===== src/rtl/mcht_trx.sv =====
// Manchester-encoded serial transceiver (TinyTapeout user macro core).
// TX serializes a start bit plus a byte MSB first; RX decodes from rx_line or the TX loopback.
module mcht_trx #(
  parameter int unsigned HALF_BIT = 4
) (
  input  logic       clk,
  input  logic       rst_n,
  input  logic       ena,
  input  logic [7:0] ui_in,
  output logic [7:0] uo_out,
  input  logic [7:0] uio_in,
  output logic [7:0] uio_out,
  output logic [7:0] uio_oe
);

  localparam int unsigned CntW = $clog2(HALF_BIT);
  localparam int unsigned PhW  = $clog2(2 * HALF_BIT);

  localparam logic [CntW-1:0] CntLast  = CntW'(HALF_BIT - 1);
  localparam logic [PhW-1:0]  PhFirst  = PhW'(HALF_BIT - 1);
  localparam logic [PhW-1:0]  PhSecond = PhW'(2 * HALF_BIT - 1);
  // Phase preset so the first-half sample of data bit 0 lands 1.5 half-bits after t0.
  localparam logic [PhW-1:0]  PhInit   = PhW'(3 * HALF_BIT / 2);

  typedef enum logic {StTxIdle, StTxSend} tx_state_e;
  typedef enum logic [1:0] {StRxIdle, StRxData, StRxDone} rx_state_e;

  // The codebase calls it rst_n, but it is an active-high synchronous reset.
  logic rst;
  assign rst = rst_n;

  logic tx_start, rx_line, loopback;
  assign tx_start = uio_in[0];
  assign rx_line  = uio_in[1];
  assign loopback = uio_in[2];

  logic unused_uio;
  assign unused_uio = ^uio_in[7:3];

  // ---------------- TX ----------------
  tx_state_e       tx_state_q, tx_state_d;
  logic [CntW-1:0] tx_cnt_q, tx_cnt_d;
  logic [4:0]      tx_half_q, tx_half_d;
  logic [8:0]      tx_sh_q, tx_sh_d;
  logic            tx_busy, tx_line;

  always_comb begin
    tx_state_d = tx_state_q;
    tx_cnt_d   = tx_cnt_q;
    tx_half_d  = tx_half_q;
    tx_sh_d    = tx_sh_q;
    unique case (tx_state_q)
      StTxIdle: begin
        if (tx_start && ena) begin
          tx_state_d = StTxSend;
          tx_cnt_d   = '0;
          tx_half_d  = '0;
          tx_sh_d    = {1'b1, ui_in};
        end
      end
      StTxSend: begin
        if (tx_cnt_q == CntLast) begin
          tx_cnt_d = '0;
          if (tx_half_q == 5'd17) begin
            tx_state_d = StTxIdle;
          end else begin
            tx_half_d = tx_half_q + 5'd1;
            if (tx_half_q[0]) tx_sh_d = {tx_sh_q[7:0], 1'b0};
          end
        end else begin
          tx_cnt_d = tx_cnt_q + CntW'(1);
        end
      end
      default: tx_state_d = StTxIdle;
    endcase
  end

  assign tx_busy = (tx_state_q == StTxSend);
  // First half carries the inverted bit, second half the bit itself.
  assign tx_line = tx_busy & ~(tx_sh_q[8] ^ tx_half_q[0]);

  always_ff @(posedge clk) begin
    if (rst) begin
      tx_state_q <= StTxIdle;
      tx_cnt_q   <= '0;
      tx_half_q  <= '0;
      tx_sh_q    <= '0;
    end else begin
      tx_state_q <= tx_state_d;
      tx_cnt_q   <= tx_cnt_d;
      tx_half_q  <= tx_half_d;
      tx_sh_q    <= tx_sh_d;
    end
  end

  // ---------------- RX ----------------
  logic           sync1_q, sync2_q, prev_q;
  rx_state_e      rx_state_q, rx_state_d;
  logic [PhW-1:0] rx_ph_q, rx_ph_d;
  logic [2:0]     rx_bit_q, rx_bit_d;
  logic           rx_have_first_q, rx_have_first_d;
  logic           rx_first_q, rx_first_d;
  logic [7:0]     rx_sh_q, rx_sh_d;
  logic [7:0]     rx_data_q, rx_data_d;
  logic           rx_error_q, rx_error_d;
  logic           rx_valid;

  always_comb begin
    rx_state_d      = rx_state_q;
    rx_ph_d         = rx_ph_q;
    rx_bit_d        = rx_bit_q;
    rx_have_first_d = rx_have_first_q;
    rx_first_d      = rx_first_q;
    rx_sh_d         = rx_sh_q;
    rx_data_d       = rx_data_q;
    rx_error_d      = 1'b0;
    unique case (rx_state_q)
      StRxIdle: begin
        if (sync2_q && !prev_q) begin
          rx_state_d      = StRxData;
          rx_ph_d         = PhInit;
          rx_bit_d        = '0;
          rx_have_first_d = 1'b0;
        end
      end
      StRxData: begin
        rx_ph_d = (rx_ph_q == PhSecond) ? '0 : rx_ph_q + PhW'(1);
        if (rx_ph_q == PhFirst) begin
          rx_first_d      = sync2_q;
          rx_have_first_d = 1'b1;
        end
        // The phase wraps once before bit 0's first sample; have_first masks it.
        if (rx_ph_q == PhSecond && rx_have_first_q) begin
          if (rx_first_q == sync2_q) begin
            rx_error_d = 1'b1;
            rx_state_d = StRxIdle;
          end else begin
            rx_sh_d = {rx_sh_q[6:0], sync2_q};
            if (rx_bit_q == 3'd7) begin
              rx_data_d  = {rx_sh_q[6:0], sync2_q};
              rx_state_d = StRxDone;
            end else begin
              rx_bit_d = rx_bit_q + 3'd1;
            end
          end
        end
      end
      StRxDone: rx_state_d = StRxIdle;
      default:  rx_state_d = StRxIdle;
    endcase
  end

  assign rx_valid = (rx_state_q == StRxDone);

  always_ff @(posedge clk) begin
    if (rst) begin
      sync1_q         <= 1'b0;
      sync2_q         <= 1'b0;
      prev_q          <= 1'b0;
      rx_state_q      <= StRxIdle;
      rx_ph_q         <= '0;
      rx_bit_q        <= '0;
      rx_have_first_q <= 1'b0;
      rx_first_q      <= 1'b0;
      rx_sh_q         <= '0;
      rx_data_q       <= '0;
      rx_error_q      <= 1'b0;
    end else begin
      sync1_q         <= loopback ? tx_line : rx_line;
      sync2_q         <= sync1_q;
      prev_q          <= sync2_q;
      rx_state_q      <= rx_state_d;
      rx_ph_q         <= rx_ph_d;
      rx_bit_q        <= rx_bit_d;
      rx_have_first_q <= rx_have_first_d;
      rx_first_q      <= rx_first_d;
      rx_sh_q         <= rx_sh_d;
      rx_data_q       <= rx_data_d;
      rx_error_q      <= rx_error_d;
    end
  end

  assign uo_out  = rx_data_q;
  assign uio_out = {1'b0, rx_error_q, rx_valid, tx_busy, tx_line, 3'b000};
  assign uio_oe  = 8'b1111_1000;

endmodule


===== config.mk =====
export PLATFORM = sky130hd
export DESIGN_NAME = mcht_trx
export DESIGN_NICKNAME = d
export VERILOG_FILES = /design/src/rtl/mcht_trx.sv
export SDC_FILE = /design/constraint.sdc
export NUM_CORES = 1
export LEC_CHECK = 0
export CAP_MARGIN = 20
export CELL_PAD_IN_SITES_DETAIL_PLACEMENT = 0
export CELL_PAD_IN_SITES_GLOBAL_PLACEMENT = 2
export CORE_MARGIN = 3
export CORE_UTILIZATION = 28
export DETAILED_ROUTE_END_ITERATION = 16
export PLACE_DENSITY_LB_ADDON = 0.05
export SETUP_SLACK_MARGIN = 0.2
export SLEW_MARGIN = 20
export SYNTH_ARGS = -nofsm -noshare
export SYNTH_HDL_FRONTEND = slang
export SYNTH_SLANG_ARGS = --single-unit

===== constraint.sdc =====
create_clock -name clk -period 2 [get_ports clk]
set_clock_uncertainty 0.2 [all_clocks]
set_input_delay 0.3 -clock clk [delete_from_list [all_inputs] [get_ports clk]]
set_output_delay 0.3 -clock clk [all_outputs]
set_load 0.01 [all_outputs]

# [Word level (Yosys, flattened, before mapping)]
# Index checks and enable logic that the tools add are counted.
# Widths: inputs -> output; s select.
[classes] addsub=4 n_reduce_logical=16 n_eq_ne=18 mux=34 n_bitwise=7
[op_table] cell="$mux 9" count=4
[op_table] cell="$mux 3" count=6
[op_table] cell="$pmux 9 s2" count=1
[op_table] cell="$mux 5" count=3
[op_table] cell="$ne 2x2->1 const B" count=7
[op_table] cell="$mux 2" count=6
[op_table] cell="$pmux 3 s2" count=2
[op_table] cell="$reduce_and 3->1" count=4
[op_table] cell="$pmux 5 s2" count=1
[op_table] cell="$pmux 2 s2" count=2
[op_table] cell="$reduce_and 4->1" count=2
[op_table] cell="$mux 1" count=7
[op_table] cell="$add 3x1->3 const B" count=2
[op_table] cell="$eq 3x3->1 const B" count=2
[op_table] cell="$add 5x1->5 const B" count=1
[op_table] cell="$eq 5x5->1 const B" count=1
[op_table] cell="$not 1->1" count=5
[op_table] cell="$reduce_and 5->1" count=1
[op_table] cell="$eq 2x2->1 const B" count=2
[op_table] cell="$ne 2x1->1 const B" count=2
[op_table] cell="$pmux 1 s2" count=2
[op_table] cell="$reduce_and 2->1" count=2
[op_table] cell="$eq 3x2->1 const B" count=1
[op_table] cell="$logic_and 1x1->1" count=3
[op_table] cell="10 further kinds" count=10
[totals] elab_cells=94 regBits=46 input_bits=19 out_inout_bits=24

# [Longest topological paths before layout]
[depth] depth_word=5 mapped_depth=7 ltp_nobuf=6

# [Least setup slack after synthesis]
# No wires, ideal clock.
[synth_path] path_type="reg2reg" start="register rx_ph_q[0]" end="register rx_data_q[0], in the netlist uo_out[0]" synth_period_minus_slack_ns=1.869 t_arrival_ns=1.541 stages_incl_launch_ff=8 setup_ns=0.128 path_buffers=1 setup_slack_ns=0.131 t_required_ns=1.672 cell_sequence="dfxtp_1 -> ha_1 -> ha_1 -> nand4b_4 -> or3b_1 -> buf_6 -> mux2i_1 -> nor2_1"
[synth_via] elab_chain_len=3
[synth_rtl] item="from (decl)" line_no="99" rtl="logic [PhW-1:0] rx_ph_q, rx_ph_d;"
[synth_rtl] item="from (signal assigned)" line_no="173" rtl="rx_ph_q <= rx_ph_d;"
[synth_rtl] item="$eq 3x3->1" line_no="133" rtl="if (rx_ph_q == PhSecond && rx_have_first_q) begin"
[synth_rtl] item="$logic_and 1x1->1" line_no="133"
[synth_rtl] item="$reduce_and 4->1 (no source line)"
[synth_rtl] item="to (signal assigned)" line_no="178" rtl="rx_data_q <= rx_data_d;"
[synth_rtl] item="to (decl)" line_no="104" rtl="logic [7:0] rx_data_q, rx_data_d;"
# Every way passes these cells.
# A chain may end at the register's enable or synchronous reset.

# [Worst setup path in the final report]
[layout_path] start="register tx_state_q, in the netlist tx_busy" end="output uio_out[4]"
[layout_lines] item="from (decl)" line_no="41" rtl="tx_state_e tx_state_q, tx_state_d;"
[layout_lines] item="from (signal assigned)" line_no="84" rtl="tx_state_q <= StTxIdle;"
[layout_lines] item="from (signal assigned)" line_no="89" rtl="tx_state_q <= tx_state_d;"
[layout_lines] item="to (decl)" line_no="12" rtl="output logic [7:0] uio_out,"
# No word-level cell between the ends.

==> results_tabular.tex <==
\begin{tabular}{lr}
\hline
Metric & Value \\
\hline
\multicolumn{2}{l}{\textbf{Flow run}} \\
Maximum Capacitance Violations & 0 \\
\multicolumn{2}{l}{\textbf{Timing}} \\
Worst Slack Setup Final & 0.2628 ns \\
Final Hold Viols & 0 \\
RSZ-0062 raised after global routing & yes \\
Max Freq & 575.6 MHz \\
Number of max-slew violations in the final report & 0 \\
Setup TNS & 0 ns \\
Worst Hold Margin & 0.2573 ns \\
Post-route fraction of the period consumed by the critical path & 0.8686 \\
Final worst path period need & 1.737 ns \\
Final setup violation count & 0 \\
\multicolumn{2}{l}{\textbf{CTS}} \\
TritonCTS Sinks & 46 \\
Worst-skew pair later-pin latency & 0.30 ns \\
Clk slew on worst S/H paths & 0.09 ns \\
Root buffer cell & clkbuf\_8 \\
Inserted Clock Buffers & 5 \\
Maximum buffer depth of the clock tree & 2 \\
TritonCTS clock tree & done \\
CTS H-tree lvls & 2 \\
\multicolumn{2}{l}{\textbf{Finish}} \\
Utilization after layout & 0.3757 \\
Area Overhead vs Synth & 27.77\% \\
Antenna cells & 0 \\
Filler-free cell count of the finished design & 364 \\
Share of cells above drive strength 1 & 0.1623 \\
Layout Nets & 291 \\
\multicolumn{2}{l}{\textbf{Floorplan}} \\
Core Box Area & 7370 µm² \\
Die Span X & 93.98 µm \\
Initial standard-cell utilization of the core & 0.2941 \\
Floorplan die area & 8831 µm² \\
Floorplan row count & 31 \\
Die height & 93.98 µm \\
Total I/O pin count & 43 \\
\multicolumn{2}{l}{\textbf{Logic synthesis}} \\
Number of synthesized flops with an enable pin & 0 \\
Total of flip-flops plus latches after synthesis & 46 \\
Yosys top cell area share & 0.4249 \\
Top cell type by total area after synthesis & dfxtp\_1 \\
Mapped Avg Cell Area & 9.301 µm² \\
Register area share after synthesis & 0.4249 \\
Number of different library cells in the post-synthesis netlist & 42 \\
Mapped Area & 2167 µm² \\
Most used flip-flop cell after synthesis & dfxtp\_1 \\
Mapped Cells & 233 \\
Largest cells by area after synthesis & dfxtp\_1 42\%, mux2i\_1 7.4\%, buf\_4 6.2\%, ha\_1 4.6\%, a21oi\_1 4.2\% \\
Count of synthesis-stage warnings from yosys & 0 \\
Post-synthesis async set-or-reset flop share & 0 \\
\multicolumn{2}{l}{\textbf{Routing}} \\
Routed length per placed instance & 11.87 µm \\
Total length of routed wires & 4319 µm \\
Post-detailed-route via-to-cell ratio & 4.467 \\
Count of vias placed by the detailed router & 1,626 \\
Drt initial violations & 34 \\
Number of routed nets with antenna violations & 0 \\
Number of design rule violations left after detail routing & 0 \\
DR pass1 iterations & 4 \\
\multicolumn{2}{l}{\textbf{Placement}} \\
Weighted congestion reported at the end of routability-driven placement & 0.7033 \\
Post-detailed-placement half-perimeter wirelength & 2968 µm \\
Quantity of I/O buffers inserted on ports & 25 \\
Minimum setup slack after placement & 0.09342 ns \\
Placed instance count & 354 \\
\multicolumn{2}{l}{\textbf{Min path}} \\
Endpoint with the worst hold slack & uo\_out[6] \\
Worst hold start & uo\_out[6] \\
Worst Hold Path Cells & 2 \\
Path type of the worst min-delay path & reg2reg \\
\multicolumn{2}{l}{\textbf{Global routing}} \\
Global-route wire length before repair & 7155 µm \\
Initial antenna violation count & 0 \\
Number of global-route vias before repair & 1,536 \\
Global Route Usage Sum & 0.1030 \\
Pin count of the biggest net entering global routing & 21 \\
Gr ovfl total & 0 \\
\multicolumn{2}{l}{\textbf{Critical path}} \\
Critical Setup Path Class & reg2out \\
Worst endpoint data arrival time & 1.24 ns \\
Standard cell with the maximum stage delay on the critical path & clkdlybuf4s50\_1 \\
Logic depth of the worst register-to-register path & 8 \\
Buf/Inv on CP & 1 \\
Element type at the critical path end & output port \\
Required @ worst endpoint & 1.50 ns \\
Cell chain of the critical path & clkdlybuf4s50\_1 \\
Cell family with the largest share of critical-path delay & buffers and inverters \\
Critical register-to-register path startpoint & rx\_ph\_q[1] \\
Max FO, Critical Path & 9 \\
FF-to-FF End & rx\_sh\_q[2] \\
Slowest Stage Delay on Critical Path & 0.54 ns \\
Type of origin of the critical path & flip-flop \\
Reg-to-reg setup timing slack & 0.27 ns \\
\multicolumn{2}{l}{\textbf{Power and ir drop}} \\
Leakage power & 1.051 nW \\
Maximum vdd drop & 0.3389 mV \\
Power Density & 724.3 nW/µm² \\
\multicolumn{2}{l}{\textbf{Outcome}} \\
Status & finished, final reports clean \\
\hline
\end{tabular}
-- metrics by stage --
stage          total power, mW  instance area (µm²)
4_1_cts                  2.046                 2729
6_report                 2.005                 2769
5_1_grt                  2.107                 2769
3_5_place_dp             1.166                 2580
3_3_place_gp             1.168                 2580
2_1_floorplan            1.108                 2232
-- how the worst max path moves through the flow --
stage / depth (start not counted) / startpoint / slack, ns / to
finish: 1 / tx_busy / 0.26 / uio_out[4]
global placement: 6 / rx_ph_q[0] / 0.11 / uo_out[0]
global route: 8 / rx_ph_q[1] / 0.16 / rx_sh_q[0]
floorplan: 7 / rx_ph_q[1] / 0.22 / uo_out[0]
CTS: 8 / rx_ph_q[0] / 0.20 / rx_sh_q[1]
detailed placement: 6 / ena / 0.09 / tx_sh_q[8]
-- synthesized netlist by cell type (5+ instances only) --
| master | number |
|---|---|
| a211oi_1 | 7 |
| a21oi_1 | 18 |
| buf_4 | 18 |
| clkbuf_1 | 7 |
| dfxtp_1 | 46 |
| ha_1 | 8 |
| inv_1 | 5 |
| mux2i_1 | 16 |
| nand2_1 | 17 |
| nand2b_1 | 6 |
| nand3_1 | 13 |
| nor2_1 | 21 |
-- registers in the layout (all words and copies together), names as in the netlist, 2 cells and up --
signal      count
tx_cnt_q        2
uo_out          8
rx_bit_q        3
tx_half_q       5
rx_ph_q         3
tx_sh_q         9
rx_state_q      2
rx_sh_q         7
-- power breakdown --
| group | total [mW] | switching [mW] | internal (mW) |
|---|---|---|---|
| clock network | 0.859 | 0.326 | 0.533 |
| logic | 0.186 | 0.0910 | 0.0954 |
| registers | 0.960 | 0.0194 | 0.940 |
| total | 2.01 | 0.437 | 1.57 |
-- layer usage --
layer / part of all wire / track usage
met4: 0.013 / 0.04332
met3: 0.043 / 0.02724
met5: 0 / 0
met2: 0.44 / 0.1467
met1: 0.50 / 0.1455
-- layout by cell type, fill, tap and decap left out, types with 2 or more instances in the layout --
cell type and count:
clkbuf_8 6, a21oi_2 2, ha_4 3, conb_1 12, buf_4 13, dfxtp_2 4, ha_1 5, a221oi_1 2
mux2i_1 16, inv_1 5, dlygate4sd2_1 2, nand2_1 17, nor2_1 21, clkdlybuf4s50_1 23, a21oi_1 16, a211oi_1 7
bufinv_16 2, a22oi_1 2, nor3_1 3, nand2b_1 6, nand3_1 13, nor2b_1 4, dfxtp_1 41, xnor2_1 2
a211oi_2 2, nor3b_1 2, o21ai_0 4, a22o_1 3, and2_1 2, nand3b_1 4, buf_12 4
-- repair_timing --
action / 4_1_cts / 5_1_grt
endpoints found under the setup margin: 12 / 26
hold endpoints to repair: 0 / 0
cloned: 0 / 0
pin swaps: 0 / 1
hold buffers: 0 / 0
gates resized for setup: 7 / 5
setup buffers: 0 / 2
-- kinds of logic (layout without fill, tap and decap cells) --
| kind of cell | count (synthesis) | after routing | synth area share |
|---|---|---|---|
| muxes | 17 | 17 | 0.07910 |
| adders and majority gates | 8 | 8 | 0.04619 |
| AOI/OAI and AO/OA | 43 | 43 | 0.1374 |
| buffers and inverters | 33 | 55 | 0.09584 |
| other | 2 | 12 | 0.003465 |
| DFF | 46 | 46 | 0.4249 |
| and+or+nand+nor | 81 | 81 | 0.2009 |
| xor gates and xnor gates | 3 | 3 | 0.01213 |
-- area by class of cell --
class / count / area, µm²
Timing Repair Buffer: 42 / 425.4
Clock inverter: 2 / 60.06
Fill cell: 776 / 4601
Multi-Input combinational cell: 164 / 1129
Inverter: 5 / 18.77
Sequential cell: 46 / 929.6
Tap cell: 99 / 123.9
Clock buffer: 6 / 82.58
-- worst min-delay path, stage by stage, from the launching register on --
cell     delay [ns]
dfxtp_1        0.32
nand2_1        0.05
a21oi_1        0.05
Power figures use the tool's default switching activity.
